**src/rtl/sc_core_oz_rf_sb_if.sv**
```systemverilog
// rtl/sc_core_oz_rf_sb_if.sv - bus bundle between decode/writeback and the sc_core_oz register file
//
// Purpose: groups the read, write, issue and scoreboard status signals of
//   sc_core_oz_rf_sb into one interface.
// Signals:
//   rd_addr/rd_data/rd_busy   RD_PORTS packed read ports, port p at [p*W +: W]
//   wr0_en/wr0_addr/wr0_data  early (ALU/JAL) write
//   wr1_en/wr1_addr/wr1_data  late (load return) write
//   issue_en/issue_addr       load issue, marks destination pending
//   pending_cnt               number of pending registers
//   sb_conflict               one-cycle scoreboard violation pulse
// Modports: master = decode/writeback side, slave = register file.
interface sc_core_oz_rf_sb_if #(
  parameter int DATA_W   = 32,
  parameter int NUM_REGS = 32,
  parameter int RD_PORTS = 2
);
  localparam int ADDR_W = $clog2(NUM_REGS);

  logic [RD_PORTS*ADDR_W-1:0] rd_addr;
  logic [RD_PORTS*DATA_W-1:0] rd_data;
  logic [RD_PORTS-1:0]        rd_busy;
  logic                       wr0_en;
  logic [ADDR_W-1:0]          wr0_addr;
  logic [DATA_W-1:0]          wr0_data;
  logic                       wr1_en;
  logic [ADDR_W-1:0]          wr1_addr;
  logic [DATA_W-1:0]          wr1_data;
  logic                       issue_en;
  logic [ADDR_W-1:0]          issue_addr;
  logic [ADDR_W:0]            pending_cnt;
  logic                       sb_conflict;

  modport master (
    output rd_addr, wr0_en, wr0_addr, wr0_data, wr1_en, wr1_addr, wr1_data,
           issue_en, issue_addr,
    input  rd_data, rd_busy, pending_cnt, sb_conflict
  );

  modport slave (
    input  rd_addr, wr0_en, wr0_addr, wr0_data, wr1_en, wr1_addr, wr1_data,
           issue_en, issue_addr,
    output rd_data, rd_busy, pending_cnt, sb_conflict
  );
endinterface

```
**src/rtl/sc_core_oz_rf_sb.sv**
```systemverilog
// rtl/sc_core_oz_rf_sb.sv - integer register file with load-writeback scoreboard
//
// Purpose: RD_PORTS combinational read ports, an early write port (wr0, ALU/JAL)
//   and a late write port (wr1, load return). A pending bit per register tracks
//   outstanding loads so decode can stall on RAW hazards. x0 is hardwired zero.
// Ports:
//   clk    core clock, rising edge
//   rst_n  asynchronous active-low reset
//   rf     sc_core_oz_rf_sb_if.slave (read ports, wr0, wr1, issue, pending_cnt,
//          sb_conflict)
// Configuration macro: SC_CORE_OZ_RF_BYPASS_EN
//   defined   - reads forward same-cycle wr0/wr1 data and drop busy on a
//               same-cycle load return
//   undefined - reads reflect registered state only
module sc_core_oz_rf_sb #(
  parameter int DATA_W   = 32,
  parameter int NUM_REGS = 32,
  parameter int RD_PORTS = 2
) (
  input logic               clk,
  input logic               rst_n,
  sc_core_oz_rf_sb_if.slave rf
);
  localparam int ADDR_W = $clog2(NUM_REGS);
  localparam int DEPTH  = 1 << ADDR_W;
  localparam int CNT_W  = ADDR_W + 1;

  // Indices that are real, writable registers: nonzero and below NUM_REGS.
  // Built as a table so every index value is covered without range compares.
  logic [DEPTH-1:0] idx_ok;
  for (genvar i = 0; i < DEPTH; i++) begin : g_idx_ok
    assign idx_ok[i] = (i != 0) && (i < NUM_REGS);
  end

  logic [DATA_W-1:0] regs [DEPTH];
  logic [DEPTH-1:0]  pending;
  logic [CNT_W-1:0]  cnt;
  logic              conflict;

  logic wr0_v, wr1_v, iss_v;
  logic iss_hits_wr1;
  logic clr_v;
  logic inc, dec;
  logic waw, alu_race, orphan;

  assign wr0_v = rf.wr0_en   & idx_ok[rf.wr0_addr];
  assign wr1_v = rf.wr1_en   & idx_ok[rf.wr1_addr];
  assign iss_v = rf.issue_en & idx_ok[rf.issue_addr];

  // A new load to the same index as a returning load takes ownership: the
  // pending bit stays set and the returning load does not clear it.
  assign iss_hits_wr1 = iss_v & wr1_v & (rf.issue_addr == rf.wr1_addr);
  assign clr_v        = wr1_v & ~iss_hits_wr1;

  // Counter moves only on real 0->1 / 1->0 transitions of a pending bit.
  assign inc = iss_v & ~pending[rf.issue_addr];
  assign dec = clr_v &  pending[rf.wr1_addr];

  assign waw      = iss_v & pending[rf.issue_addr] & ~iss_hits_wr1;
  assign alu_race = wr0_v & pending[rf.wr0_addr];
  assign orphan   = wr1_v & ~pending[rf.wr1_addr];

  always_ff @(posedge clk or negedge rst_n) begin
    if (!rst_n) begin
      for (int i = 0; i < DEPTH; i++) begin
        regs[i] <= '0;
      end
      pending  <= '0;
      cnt      <= '0;
      conflict <= 1'b0;
    end else begin
      // wr0 is younger in program order, so its later assignment wins.
      if (wr1_v) regs[rf.wr1_addr] <= rf.wr1_data;
      if (wr0_v) regs[rf.wr0_addr] <= rf.wr0_data;

      if (clr_v) pending[rf.wr1_addr]   <= 1'b0;
      if (iss_v) pending[rf.issue_addr] <= 1'b1;

      if (inc & ~dec) begin
        cnt <= cnt + CNT_W'(1);
      end else if (dec & ~inc) begin
        cnt <= cnt - CNT_W'(1);
      end

      conflict <= waw | alu_race | orphan;
    end
  end

  for (genvar p = 0; p < RD_PORTS; p++) begin : g_rd
    logic [ADDR_W-1:0] ra;
    logic              ok;
    logic [DATA_W-1:0] d;
    logic              b;

    assign ra = rf.rd_addr[p*ADDR_W +: ADDR_W];
    assign ok = idx_ok[ra];

`ifdef SC_CORE_OZ_RF_BYPASS_EN
    always_comb begin
      d = regs[ra];
      b = pending[ra];
      if (wr0_v && (rf.wr0_addr == ra)) begin
        d = rf.wr0_data;
      end else if (wr1_v && (rf.wr1_addr == ra)) begin
        d = rf.wr1_data;
      end
      // clr_v already excludes a same-cycle issue to the returning index.
      if (clr_v && (rf.wr1_addr == ra)) begin
        b = 1'b0;
      end
    end
`else
    assign d = regs[ra];
    assign b = pending[ra];
`endif

    assign rf.rd_data[p*DATA_W +: DATA_W] = ok ? d : '0;
    assign rf.rd_busy[p]                  = ok & b;
  end

  assign rf.pending_cnt = cnt;
  assign rf.sb_conflict = conflict;
endmodule
```
**src/flat_wrapper.sv**
```systemverilog
// flat-port wrapper written by rule: the top's interface ports become plain ports
module sc_core_oz_rf_sb_flat 
#(
  parameter int DATA_W   = 32,
  parameter int NUM_REGS = 32,
  parameter int RD_PORTS = 2
)
  (clk, rst_n, rf_rd_addr, rf_wr0_en, rf_wr0_addr, rf_wr0_data, rf_wr1_en, rf_wr1_addr, rf_wr1_data, rf_issue_en, rf_issue_addr, rf_rd_data, rf_rd_busy, rf_pending_cnt, rf_sb_conflict);
  sc_core_oz_rf_sb_if #(.DATA_W(DATA_W), .NUM_REGS(NUM_REGS), .RD_PORTS(RD_PORTS)) rf_i ();
  input logic clk;
  input logic rst_n;
  input wire logic [$bits(rf_i.rd_addr)-1:0] rf_rd_addr;
  input wire logic [$bits(rf_i.wr0_en)-1:0] rf_wr0_en;
  input wire logic [$bits(rf_i.wr0_addr)-1:0] rf_wr0_addr;
  input wire logic [$bits(rf_i.wr0_data)-1:0] rf_wr0_data;
  input wire logic [$bits(rf_i.wr1_en)-1:0] rf_wr1_en;
  input wire logic [$bits(rf_i.wr1_addr)-1:0] rf_wr1_addr;
  input wire logic [$bits(rf_i.wr1_data)-1:0] rf_wr1_data;
  input wire logic [$bits(rf_i.issue_en)-1:0] rf_issue_en;
  input wire logic [$bits(rf_i.issue_addr)-1:0] rf_issue_addr;
  output wire logic [$bits(rf_i.rd_data)-1:0] rf_rd_data;
  output wire logic [$bits(rf_i.rd_busy)-1:0] rf_rd_busy;
  output wire logic [$bits(rf_i.pending_cnt)-1:0] rf_pending_cnt;
  output wire logic [$bits(rf_i.sb_conflict)-1:0] rf_sb_conflict;
  assign rf_i.rd_addr = rf_rd_addr;
  assign rf_i.wr0_en = rf_wr0_en;
  assign rf_i.wr0_addr = rf_wr0_addr;
  assign rf_i.wr0_data = rf_wr0_data;
  assign rf_i.wr1_en = rf_wr1_en;
  assign rf_i.wr1_addr = rf_wr1_addr;
  assign rf_i.wr1_data = rf_wr1_data;
  assign rf_i.issue_en = rf_issue_en;
  assign rf_i.issue_addr = rf_issue_addr;
  assign rf_rd_data = rf_i.rd_data;
  assign rf_rd_busy = rf_i.rd_busy;
  assign rf_pending_cnt = rf_i.pending_cnt;
  assign rf_sb_conflict = rf_i.sb_conflict;
  sc_core_oz_rf_sb #(.DATA_W(DATA_W), .NUM_REGS(NUM_REGS), .RD_PORTS(RD_PORTS)) u_core (.clk(clk), .rst_n(rst_n), .rf(rf_i));
endmodule
```
**config.mk**
```make
export PLATFORM = sky130hd
export DESIGN_NAME = sc_core_oz_rf_sb_flat
export DESIGN_NICKNAME = d
export VERILOG_FILES = /design/src/rtl/sc_core_oz_rf_sb_if.sv /design/src/rtl/sc_core_oz_rf_sb.sv /design/src/flat_wrapper.sv
export SDC_FILE = /design/constraint.sdc
export NUM_CORES = 2
export LEC_CHECK = 0
export BUFFER_PORTS_ARGS = -buffer_cell sky130_fd_sc_hd__buf_2
export CAP_MARGIN = 20
export CORE_AREA = 2 2 459 370
export CTS_CLUSTER_DIAMETER = 50
export DETAILED_ROUTE_END_ITERATION = 16
export DIE_AREA = 0 0 461 372
export GPL_TIMING_DRIVEN = 0
export PLACE_DENSITY = 0.54
export SYNTH_ARGS = -nofsm -noshare
export SYNTH_HDL_FRONTEND = slang
export SYNTH_SLANG_ARGS = --single-unit
```
**constraint.sdc**
```tcl
create_clock -name clk -period 5.4 [get_ports clk]
set_clock_uncertainty 0.2 [all_clocks]
set_input_delay 0.81 -clock clk [delete_from_list [all_inputs] [get_ports clk]]
set_output_delay 0.81 -clock clk [all_outputs]
set_load 0.02 [all_outputs]
```
==> results.yml <==
run_status:
  outcome: "finished, violations left"
  violations: "setup timing"
routing:
  drc: 0
  first_pass_iters: 8
  via_per_inst: 6.661
  wl_met2_um: 128000
  antenna_left: 0
  drt-total-wl_um: 319700
  drt-met1-wl_um: 123400
  dr_wl_met3_um: 46490
  wl_per_cell_um: 36.99
  highest_layer: "met5"
  drt_iter0_drc: 9605
  vias: 57570
yosys:
  synth_cell_types: 58
  synth_area_per_cell_um2: 11.25
  synth_top_family_by_area: "multiplexers"
  synth_seq_area_share_pct: 40.07
  async_flop_share_pct: 100.0
  ys_seq_elements: 1063
  synth_nets: 5999
  synth_simple_gate_area_share_pct: 7.544
  ys.flop_type: "dfrtp_1"
  synth_compound_area_share_pct: 8.486
  synth_xor_area_share_pct: 0.1319
  synthMuxAreaShare_pct: 38.86
  yosysWarnings: 0
  synth-edff-count: 0
  synth_cells: 5899
  syn_area_um2: 66390
  synthAdderAreaFrac_pct: 0.1244
clock_network:
  cts-root-buf: "clkbuf_16"
  cts_num_sinks: 1063
  cts_setup_buffers: 0
  cts_buffer_depth: 3
  cts-buffers-inserted: 132
  clk_latency_ns: 0.83
  cts_tree: "yes"
  clk_pin_slew_ns: 0.06
  htreeDepth: 4
critical_path:
  path_max_fanout: 10
  critPathKind: "primary input to output port"
  crit_required_ns: 4.39
  r2r-start: "u_core.pending[6]"
  arrival_ns: 4.58
  cp-start-kind: "primary input"
  r2r.worst_path.cells: 14
  r2r_end: "u_core.rf.pending_cnt[5]"
  ff2ff_setup_slack_ns: 1.45
  end_kind: "output port"
floorplanning:
  io_pins: 167
  dieArea_um2: 171500
  coreArea_um2: 167600
  num_rows: 135
  die_h_um: 372
  initial_core_util_pct: 39.62
  die_x_um: 461
placed_design:
  dp_hpwl_um: 232200
  dpl_worst_slack_ns: -0.008047
  gp_congestion: 0.9882
  numPortBuffers: 155
layout:
  layout_common_cells: "mux2i_1 (1070), dfrtp_1 (1063), nor2_1 (704), mux4_2 (668), a21oi_1 (623)"
  final_nets: 6373
  drive_gt1_share_pct: 21.12
  area_delta_synth_final_pct: 14.49
  mostFrequentLayoutCell: "mux2i_1"
global_route:
  grt_pass1_wl_um: 438500
  grt_antenna_before_repair: 17
  grt_use_total_pct: 36.95
  grt_max_degree: 152
  overflow: 0
  grt_pass1_vias: 54630
power_and_ir_drop:
  power_density_nw_per_um2: 389.0
  pwr-share-comb_pct: 27.4
  p_clk_share_pct: 32.3
  p_leak_nw: 32.49
  p_seq_share_pct: 40.3
  p_sw_mw: 9.786
  finalPower_mw: 29.57
  irDropWorstVdd_mv: 0.4082
  p_int_mw: 19.78
  swShare_pct: 33.10
sta:
  setup_violations: 10
  fmax_mhz: 178.9
  final-hold-violation-count: 0
  rsz0062_at_grt: "false"
  maxSlewHeadroom_pct: 12.39
  fin_ws_ns: -0.1892
  period_share_pct: 103.5
  fin_setup_tns_ns: -0.7611
  worst_pin_slew_ns: 1.314
  slew_violations: 0
  layout_min_cycle_time_ns: 5.589
  whs_ns: 0.1085
hold_path:
  hp-class: "primary input to register"
  whs_path_depth: 3
  holdCritStartpoint: "rf_wr0_data[30]"
  min_to: "u_core.regs[30]"
flow_run:
  drv_cap: 0
==> power groups by stage <==
| stage | Sequential [mW] | Combinational [mW] | Clock (mW) |
|---|---|---|---|
| detailed placement | 11.9 | 7.93 | 0 |
| finish | 11.9 | 8.09 | 9.56 |
| CTS | 11.8 | 7.93 | 9.53 |
| floorplan | 11.2 | 5.63 | 0 |
| global route | 12.1 | 8.55 | 9.87 |
| global placement | 11.8 | 7.70 | 0 |
==> cells in the mapped netlist (3+ instances only) <==
library cell / n / area (µm²)
mux2i_1: 1070 / 10710
dfrtp_1: 1063 / 26600
nor2_1: 709 / 2661
mux4_2: 668 / 15040
a21oi_1: 623 / 3118
clkbuf_1: 484 / 1817
nand2_1: 442 / 1659
o21ai_0: 440 / 2202
buf_2: 116 / 580.6
buf_4: 64 / 480.5
buf_1: 36 / 135.1
nand3_1: 17 / 85.08
o31ai_1: 13 / 97.59
buf_6: 12 / 135.1
nor2_2: 10 / 62.56
nor2b_1: 10 / 62.56
inv_1: 8 / 30.03
and3_1: 7 / 43.79
nand4_1: 7 / 43.79
nor3_1: 7 / 35.03
a22oi_1: 6 / 45.04
a32oi_1: 6 / 52.55
nand2_2: 6 / 37.54
xor2_1: 6 / 52.55
ha_1: 5 / 62.56
nor3b_1: 5 / 37.54
or4_1: 5 / 37.54
mux2_2: 4 / 45.04
nand2b_1: 4 / 25.02
nand3b_1: 4 / 30.03
xnor2_1: 4 / 35.03
and3b_1: 3 / 26.28
or3b_2: 3 / 26.28
==> state kept, by name (all words and copies together), names as in the netlist <==
name and cells:
u_core.regs 1024, u_core.pending 32, u_core.rf.pending_cnt 6, u_core.rf.sb_conflict 1
==> how the worst max path moves through the flow <==
| stage | from | endpoint | slack, ns |
|---|---|---|---|
| 6_report | rf_rd_addr[6] | rf_rd_data[56] | -0.19 |
| 2_1_floorplan | rf_wr1_addr[1] | u_core.rf.pending_cnt[5] | 1.34 |
| 3_5_place_dp | rf_rd_addr[6] | rf_rd_data[33] | -0.008 |
| 4_1_cts | rf_rd_addr[1] | rf_rd_data[2] | 0.001 |
| 3_3_place_gp | rst_n | u_core.regs[149] | -22.17 |
| 5_1_grt | rf_rd_addr[6] | rf_rd_data[33] | 0.007 |
==> critical path, cell delays in order <==
cell and delay, ns:
buf_2 0.21, clkbuf_1 0.89, clkbuf_1 0.62, buf_16 0.23, mux4_2 0.33, mux4_2 0.54, mux2i_1 0.62, nor2_1 0.10
buf_2 0.19
==> cells by family after synthesis <==
logic type,count (synthesis)
compound gates,1103
xor+xnor,10
fa+ha+maj,6
buf+inv,720
flops,1063
mux,1742
simple gates,1255
==> per-stage QoR <==
step	instances	utilization, %	area, µm²
5_1_grt	8635	45.35	75990
2_1_floorplan	5899	-	66390
3_3_place_gp	8314	41.77	69990
4_1_cts	8612	45.15	75650
6_report	8644	45.36	76010
3_5_place_dp	8378	42.45	71130
==> layout make-up <==
class	count	area, µm²
inverter	8	30.03
sequential	1063	26600
clock buffer	178	3752
clock inverter	55	755.7
fill	15780	91550
timing repair buffer	240	2235
multi-input combinational	4116	36630
tap	2260	2828
buffer	712	3154
antenna	12	30.03
==> per-layer routing <==
metal | vias up | GRT usage (%)
li1 | 22400 | -
met4 | 18 | 21.42
met5 | - | 0.5874
met3 | 1004 | 15.44
met1 | 29480 | 49.58
met2 | 4670 | 49.60
==> repair_timing <==
item / 4_1_cts / 5_1_grt
setup endpoints to repair: 2 / 0
hold buffers: 1 / 0
hold endpoints to repair: 35 / 0
gates resized for setup: 1 / 0
Power figures use the tool's default switching activity.
